File: config.mk
export PLATFORM = sky130hd
export DESIGN_NAME = vocab_matcher_flat
export DESIGN_NICKNAME = d
export VERILOG_FILES = /design/src/rtl/matcher_pkg.sv /design/src/rtl/vocab_matcher_if.sv /design/src/rtl/vocab_sram.sv /design/src/rtl/vocab_matcher.sv /design/src/flat_wrapper.sv
export SDC_FILE = /design/constraint.sdc
export NUM_CORES = 1
export LEC_CHECK = 0
export ABC_AREA = 1
export CAP_MARGIN = 20
export CORE_MARGIN = 10
export CORE_UTILIZATION = 49
export DETAILED_ROUTE_END_ITERATION = 10
export PLACE_DENSITY = 0.68
export SLEW_MARGIN = 20
export SYNTH_ARGS = -nofsm -noshare
export SYNTH_HDL_FRONTEND = slang
export SYNTH_SLANG_ARGS = --single-unit
File: constraint.sdc
create_clock -name clk -period 2.4 [get_ports clk]
set_clock_uncertainty 0.05 [all_clocks]
set_input_delay 0.24 -clock clk [delete_from_list [all_inputs] [get_ports clk]]
set_output_delay 0.24 -clock clk [all_outputs]
set_load 0.01 [all_outputs]
File: src/rtl/matcher_pkg.sv
// matcher_pkg: shared types and constants for the vocab_matcher block.
//   state_t : search FSM states
//   NUL     : terminator character value
package matcher_pkg;

  typedef enum logic [2:0] {
    ST_IDLE,
    ST_RD,
    ST_CMP,
    ST_SKIP_RD,
    ST_SKIP,
    ST_DONE
  } state_t;

  localparam int NUL = 0;

endpackage

File: src/rtl/vocab_matcher_if.sv
// vocab_matcher_if: host-side bus of the vocabulary matcher.
//   ld_we/ld_addr/ld_data : vocab load port (host -> matcher)
//   start/word            : search request (host -> matcher)
//   busy/done/match/match_idx/match_addr/overflow_err : status (matcher -> host)
// master = host / word-capture side, slave = matcher.
interface vocab_matcher_if #(
  parameter int DATA_WIDTH  = 8,
  parameter int ADDR_WIDTH  = 4,
  parameter int WORD_LENGTH = 3
);
  logic                              ld_we;
  logic [ADDR_WIDTH-1:0]             ld_addr;
  logic [DATA_WIDTH-1:0]             ld_data;
  logic                              start;
  logic [WORD_LENGTH*DATA_WIDTH-1:0] word;
  logic                              busy;
  logic                              done;
  logic                              match;
  logic [ADDR_WIDTH-1:0]             match_idx;
  logic [ADDR_WIDTH-1:0]             match_addr;
  logic                              overflow_err;

  modport master (
    output ld_we, ld_addr, ld_data, start, word,
    input  busy, done, match, match_idx, match_addr, overflow_err
  );

  modport slave (
    input  ld_we, ld_addr, ld_data, start, word,
    output busy, done, match, match_idx, match_addr, overflow_err
  );
endinterface

File: src/rtl/vocab_sram.sv
// vocab_sram: single-port synchronous SRAM, DATA_WIDTH x 2**ADDR_WIDTH.
//   clk   : clock
//   we    : write enable (write lands at the clock edge)
//   addr  : shared read/write address
//   wdata : write data
//   rdata : registered read data, one cycle after addr is presented
// The array has no reset so the vocabulary survives a matcher reset.
module vocab_sram #(
  parameter int DATA_WIDTH = 8,
  parameter int ADDR_WIDTH = 4
) (
  input  logic                  clk,
  input  logic                  we,
  input  logic [ADDR_WIDTH-1:0] addr,
  input  logic [DATA_WIDTH-1:0] wdata,
  output logic [DATA_WIDTH-1:0] rdata
);

  logic [DATA_WIDTH-1:0] mem [2**ADDR_WIDTH];

  always_ff @(posedge clk) begin
    if (we) mem[addr] <= wdata;
    rdata <= mem[addr];
  end

endmodule

File: src/rtl/vocab_matcher.sv
// vocab_matcher: searches a NUL-terminated query against NUL-separated words
// in an internal SRAM, reporting match, word index and word start address.
//   clk, rst_n : clock, synchronous active-low reset
//   bus        : vocab_matcher_if.slave (load port, start/word, status)
// Each SRAM read costs two cycles (address phase, data phase), so a search
// with N reads raises done in cycle 2N+1 after the start cycle.
module vocab_matcher
  import matcher_pkg::*;
#(
  parameter int DATA_WIDTH  = 8,
  parameter int ADDR_WIDTH  = 4,
  parameter int WORD_LENGTH = 3
) (
  input  logic           clk,
  input  logic           rst_n,
  vocab_matcher_if.slave bus
);

  localparam int WPW = $clog2(WORD_LENGTH + 1);
  localparam logic [DATA_WIDTH-1:0] NUL_C = DATA_WIDTH'(NUL);

  state_t                            state, state_nx;
  logic [WORD_LENGTH*DATA_WIDTH-1:0] qword;
  logic [ADDR_WIDTH-1:0]             vaddr, vaddr_nx;
  logic [WPW-1:0]                    wpos, wpos_nx;
  logic [ADDR_WIDTH-1:0]             widx, widx_nx;
  logic [ADDR_WIDTH-1:0]             wstart, wstart_nx;
  logic                              match_q, match_nx;
  logic                              ovf_q, ovf_nx;
  logic [ADDR_WIDTH-1:0]             idx_q, idx_nx;
  logic [ADDR_WIDTH-1:0]             maddr_q, maddr_nx;
  logic                              busy_q, done_q;

  logic                              sram_we;
  logic [ADDR_WIDTH-1:0]             sram_addr;
  logic [DATA_WIDTH-1:0]             c;
  logic [DATA_WIDTH-1:0]             qchar;
  logic                              last;

  // Load port owns the SRAM only while idle; otherwise the walker reads.
  always_comb begin
    sram_we   = 1'b0;
    sram_addr = vaddr;
    if (state == ST_IDLE) begin
      sram_we   = bus.ld_we;
      sram_addr = bus.ld_addr;
    end
  end

  vocab_sram #(
    .DATA_WIDTH (DATA_WIDTH),
    .ADDR_WIDTH (ADDR_WIDTH)
  ) u_sram (
    .clk   (clk),
    .we    (sram_we),
    .addr  (sram_addr),
    .wdata (bus.ld_data),
    .rdata (c)
  );

  // Query char at wpos; position WORD_LENGTH reads as an implicit NUL.
  always_comb begin
    qchar = NUL_C;
    for (int i = 0; i < WORD_LENGTH; i++)
      if (wpos == WPW'(i)) qchar = qword[i*DATA_WIDTH +: DATA_WIDTH];
  end

  assign last = &vaddr;

  always_comb begin
    state_nx  = state;
    vaddr_nx  = vaddr;
    wpos_nx   = wpos;
    widx_nx   = widx;
    wstart_nx = wstart;
    match_nx  = match_q;
    ovf_nx    = ovf_q;
    idx_nx    = idx_q;
    maddr_nx  = maddr_q;
    case (state)
      ST_IDLE: begin
        if (bus.start) begin
          vaddr_nx  = '0;
          wpos_nx   = '0;
          widx_nx   = '0;
          wstart_nx = '0;
          match_nx  = 1'b0;
          ovf_nx    = 1'b0;
          state_nx  = ST_RD;
        end
      end
      ST_RD:      state_nx = ST_CMP;
      ST_SKIP_RD: state_nx = ST_SKIP;
      ST_CMP: begin
        if (c == NUL_C && wpos == '0) begin
          match_nx = 1'b0;                     // empty word: end of vocab
          state_nx = ST_DONE;
        end else if (c == qchar && c == NUL_C) begin
          match_nx = 1'b1;
          idx_nx   = widx;
          maddr_nx = wstart;
          state_nx = ST_DONE;
        end else if (last) begin
          ovf_nx   = 1'b1;                     // every remaining case advances
          match_nx = 1'b0;
          state_nx = ST_DONE;
        end else if (c == qchar) begin
          vaddr_nx = vaddr + ADDR_WIDTH'(1);
          wpos_nx  = wpos + WPW'(1);
          state_nx = ST_RD;
        end else if (c == NUL_C) begin
          widx_nx   = widx + ADDR_WIDTH'(1);
          wpos_nx   = '0;
          wstart_nx = vaddr + ADDR_WIDTH'(1);
          vaddr_nx  = vaddr + ADDR_WIDTH'(1);
          state_nx  = ST_RD;
        end else begin
          vaddr_nx = vaddr + ADDR_WIDTH'(1);
          state_nx = ST_SKIP_RD;
        end
      end
      ST_SKIP: begin
        if (last) begin
          ovf_nx   = 1'b1;
          match_nx = 1'b0;
          state_nx = ST_DONE;
        end else if (c == NUL_C) begin
          widx_nx   = widx + ADDR_WIDTH'(1);
          wpos_nx   = '0;
          wstart_nx = vaddr + ADDR_WIDTH'(1);
          vaddr_nx  = vaddr + ADDR_WIDTH'(1);
          state_nx  = ST_RD;
        end else begin
          vaddr_nx = vaddr + ADDR_WIDTH'(1);
          state_nx = ST_SKIP_RD;
        end
      end
      ST_DONE: state_nx = ST_IDLE;
      default: state_nx = ST_IDLE;
    endcase
  end

  always_ff @(posedge clk) begin
    if (!rst_n) begin
      state   <= ST_IDLE;
      vaddr   <= '0;
      wpos    <= '0;
      widx    <= '0;
      wstart  <= '0;
      qword   <= '0;
      match_q <= 1'b0;
      ovf_q   <= 1'b0;
      idx_q   <= '0;
      maddr_q <= '0;
      busy_q  <= 1'b0;
      done_q  <= 1'b0;
    end else begin
      state   <= state_nx;
      vaddr   <= vaddr_nx;
      wpos    <= wpos_nx;
      widx    <= widx_nx;
      wstart  <= wstart_nx;
      match_q <= match_nx;
      ovf_q   <= ovf_nx;
      idx_q   <= idx_nx;
      maddr_q <= maddr_nx;
      busy_q  <= (state_nx != ST_IDLE);
      done_q  <= (state_nx == ST_DONE);
      if (state == ST_IDLE && bus.start) qword <= bus.word;
    end
  end

  assign bus.busy         = busy_q;
  assign bus.done         = done_q;
  assign bus.match        = match_q;
  assign bus.match_idx    = idx_q;
  assign bus.match_addr   = maddr_q;
  assign bus.overflow_err = ovf_q;

endmodule

File: src/flat_wrapper.sv
// flat-port wrapper written by rule: the top's interface ports become plain ports
module vocab_matcher_flat import matcher_pkg::*;
#(
  parameter int DATA_WIDTH  = 8,
  parameter int ADDR_WIDTH  = 4,
  parameter int WORD_LENGTH = 3
)
  (clk, rst_n, bus_ld_we, bus_ld_addr, bus_ld_data, bus_start, bus_word, bus_busy, bus_done, bus_match, bus_match_idx, bus_match_addr, bus_overflow_err);
  vocab_matcher_if #(.DATA_WIDTH(DATA_WIDTH), .ADDR_WIDTH(ADDR_WIDTH), .WORD_LENGTH(WORD_LENGTH)) bus_i ();
  input  logic clk;
  input  logic rst_n;
  input wire logic [$bits(bus_i.ld_we)-1:0] bus_ld_we;
  input wire logic [$bits(bus_i.ld_addr)-1:0] bus_ld_addr;
  input wire logic [$bits(bus_i.ld_data)-1:0] bus_ld_data;
  input wire logic [$bits(bus_i.start)-1:0] bus_start;
  input wire logic [$bits(bus_i.word)-1:0] bus_word;
  output wire logic [$bits(bus_i.busy)-1:0] bus_busy;
  output wire logic [$bits(bus_i.done)-1:0] bus_done;
  output wire logic [$bits(bus_i.match)-1:0] bus_match;
  output wire logic [$bits(bus_i.match_idx)-1:0] bus_match_idx;
  output wire logic [$bits(bus_i.match_addr)-1:0] bus_match_addr;
  output wire logic [$bits(bus_i.overflow_err)-1:0] bus_overflow_err;
  assign bus_i.ld_we = bus_ld_we;
  assign bus_i.ld_addr = bus_ld_addr;
  assign bus_i.ld_data = bus_ld_data;
  assign bus_i.start = bus_start;
  assign bus_i.word = bus_word;
  assign bus_busy = bus_i.busy;
  assign bus_done = bus_i.done;
  assign bus_match = bus_i.match;
  assign bus_match_idx = bus_i.match_idx;
  assign bus_match_addr = bus_i.match_addr;
  assign bus_overflow_err = bus_i.overflow_err;
  vocab_matcher #(.DATA_WIDTH(DATA_WIDTH), .ADDR_WIDTH(ADDR_WIDTH), .WORD_LENGTH(WORD_LENGTH)) u_core (.clk(clk), .rst_n(rst_n), .bus(bus_i));
endmodule
==> results.json <==
{
  "synth_xor_area_share_pct": 0.225,
  "area_growth_syn_to_layout_pct": 19.6,
  "core_sq_mm": 0.0154,
  "grt_pass1_wl_um": 27700,
  "grt_max_degree": 34,
  "avgViaCountPerCell": 5.32,
  "final_common_cell": "nand2_1",
  "grtUsageTotal_pct": 16.3,
  "ys_seq_area_share_pct": 65.2,
  "wl_um": 17400,
  "worstSetupEndpointType": "flop",
  "post_cts_buffers": 0,
  "max_freq_mhz": 461,
  "syn_nets": 781,
  "pre_cts_ws_ps": -86.2,
  "period_share_pct": 90.3,
  "synth_top_family_by_area": "simple AND/OR/NAND/NOR gates",
  "dp.final_hpwl_um": 11800,
  "postSynthCellCount": 736,
  "dieArea_sq_mm": 0.0213,
  "cts_tree": "done",
  "vias": 5496,
  "synth_fa_ha_area_share_pct": 0.805,
  "cts_buffers": 17,
  "clock_path_buffers": 2,
  "port_buffers": 51,
  "crit_arrival_ps": 2430,
  "cp_max_fo": 17,
  "pin_count": 52,
  "clk_pin_slew_ps": 70,
  "yosys_warnings": 0,
  "max_slew_margin_pct": 50.9,
  "route.layer.met1.wl_um": 7660,
  "synth_area_sq_mm": 0.00777,
  "clock_latency_ps": 420,
  "root_buffer": "clkbuf_16",
  "start_kind": "flop",
  "die-width_um": 146,
  "timing.rr.start": "u_core.wpos[1]",
  "grt_pass1_vias": 5332,
  "nets": 855,
  "start_util_pct": 50.6,
  "yosysUniqueCellTypes": 37,
  "ant_nets": 0,
  "rows": 45,
  "ff2ff_path_depth": 13,
  "layout_common_cells": "206 x nand2_1, 128 x edfxtp_1, 64 x a22oi_1, 59 x dfxtp_1, 51 x clkdlybuf4s50_1",
  "met2_length_um": 8640,
  "hold_class": "input pin to flop",
  "synthArstFlopShare_pct": 0,
  "synth_compound_area_share_pct": 10.8,
  "htreeDepth": 4,
  "ys.flop_type": "edfxtp_1",
  "avgRoutedWirePerCell_um": 16.9,
  "avgSynthCellArea_sq_um": 10.6,
  "power_density_mw_per_mm2": 956,
  "drtIter0Drc": 488,
  "tightestPinTransition_ps": 734,
  "wl_met3_um": 982,
  "r2r_slack_ps": 230,
  "reg2reg_to": "u_core.bus.match_idx[1]",
  "clock-sinks": 189,
  "n_antenna_cell": 0,
  "drive_above_1_share_pct": 13.4,
  "period_needed_ps": 2170,
  "ir_drop_v": 0.000783,
  "yosys.area_share.simple_pct": 18.1,
  "gp_congestion": 0.883,
  "final_max_slew_viol_count": 0,
  "grt-ovfl-total": 0,
  "crit_type": "flop to flop",
  "fin_ws_ps": 233,
  "die_h_um": 146,
  "drcViolationCount": 0,
  "status": "finished, final reports clean",
  "required_ps": 2670,
  "synth_mux_area_share_pct": 0,
  "synth_edf_count": 128,
  "synth_seq_cells": 189,
  "hold_start": "bus_word[18]",
  "antenna_found_initial": 0,
  "p_leak_nw": 3.46,
  "top_layer": "met4",
  "min_to": "u_core.qword[18]",
  "finalSetupViolCount": 0,
  "drv_cap": 0,
  "hold_depth": 3,
  "finalSetupTns_ps": 0,
  "firstDrtPassIters": 5,
  "hold_viol_final": 0
}
flip-flops by register name (all words and copies together) (netlist names):
name	count
u_core.u_sram.mem	128
u_core.qword	24
u_core.u_sram.rdata	8
u_core.bus.match_addr	4
u_core.bus.match_idx	4
u_core.vaddr	4
u_core.widx	4
u_core.wstart	4
u_core.state	3
u_core.wpos	2
u_core.bus.busy	1
u_core.bus.done	1
u_core.bus.match	1
u_core.bus.overflow_err	1
report_power, final:
| group | internal, W | leakage (nW) | switching, W | total, W |
|---|---|---|---|---|
| Sequential | 0.00378 | 1.66 | 0.000132 | 0.00391 |
| Combinational | 0.000831 | 1.54 | 0.00149 | 0.00232 |
| Clock | 0.00145 | 0.268 | 0.00122 | 0.00266 |
cell usage after synthesis, drive strengths merged (2+ instances only):
| cell type | n | share of area (%) |
|---|---|---|
| nand4 | 14 | 1.2 |
| a21oi | 45 | 2.9 |
| nand3b | 2 | 0.19 |
| a22oi | 64 | 6.2 |
| dfxtp | 61 | 16 |
| nand2 | 213 | 11 |
| nand3 | 31 | 2.3 |
| edfxtp | 128 | 49 |
| ha | 5 | 0.80 |
| clkbuf | 7 | 0.34 |
| o21ai | 22 | 1.5 |
| inv | 62 | 3.1 |
| buf | 19 | 1.4 |
| nor2 | 56 | 3.4 |
| nor3 | 2 | 0.27 |
metal layers:
metal / vias up / track usage (%)
li1: 2690 / -
met1: 2631 / 20.1
met2: 157 / 27.3
met3: 18 / 4.44
met4: 0 / 4.55
met5: - / 0
layout make-up:
type                            instances  area (sq um)
Fill cell                            1300          6070
Sequential cell                       189          5070
Multi-Input combinational cell        458          2370
Timing Repair Buffer                   81           786
Clock buffer                           18           429
Tap cell                              211           264
Inverter                               63           246
Clock inverter                         13           131
worst max-delay path, cell delays in order, from the launching register on:
cell,delay (ps)
dfxtp_2,350
inv_2,120
ha_4,220
inv_6,60
o211ai_2,190
nand2_1,80
nand2_1,70
nand3_1,120
nor2_4,160
nand2_1,100
inv_2,110
nand3_4,160
o21ai_0,210
a21oi_1,60
cell families (layout without fill, tap and decap cells):
logic type,count (synthesis),in the layout
DFF,189,189
AOI/OAI and AO/OA,132,132
xor gates and xnor gates,2,2
adders and majority gates,5,5
buffers and inverters,89,175
and+or+nand+nor,319,319
stage by stage:
stage               util [%]  instances  power, W  hold slack [ps]  area [sq um]
floorplan                  -        736   0.00548              289          7770
global placement        56.5       1002   0.00625              382          8690
detailed placement      56.5       1002   0.00629              384          8690
CTS                     60.2       1033   0.00894              310          9260
global route            60.5       1033   0.00937              323          9300
finish                  60.5       1033   0.00889              327          9300
worst max-delay path by stage:
stage	startpoint	end	slack [ps]	cells past startpoint
2_1_floorplan	u_core.state[0]	u_core.u_sram.mem[1][0]	270	8
3_3_place_gp	u_core.wpos[1]	u_core.bus.match_addr[0]	100	15
3_5_place_dp	u_core.wpos[1]	u_core.bus.match_addr[0]	-90	15
4_1_cts	u_core.wpos[0]	u_core.vaddr[0]	80	13
5_1_grt	u_core.wpos[1]	u_core.widx[3]	-3	16
6_report	u_core.wpos[1]	u_core.bus.match_idx[1]	230	13
timing repair:
action                                 CTS  global route
resized for setup                        4             9
setup endpoints to repair                7            27
hold buffers                             0             0
endpoints found under the hold margin    0             0
Power figures use the tool's default switching activity.
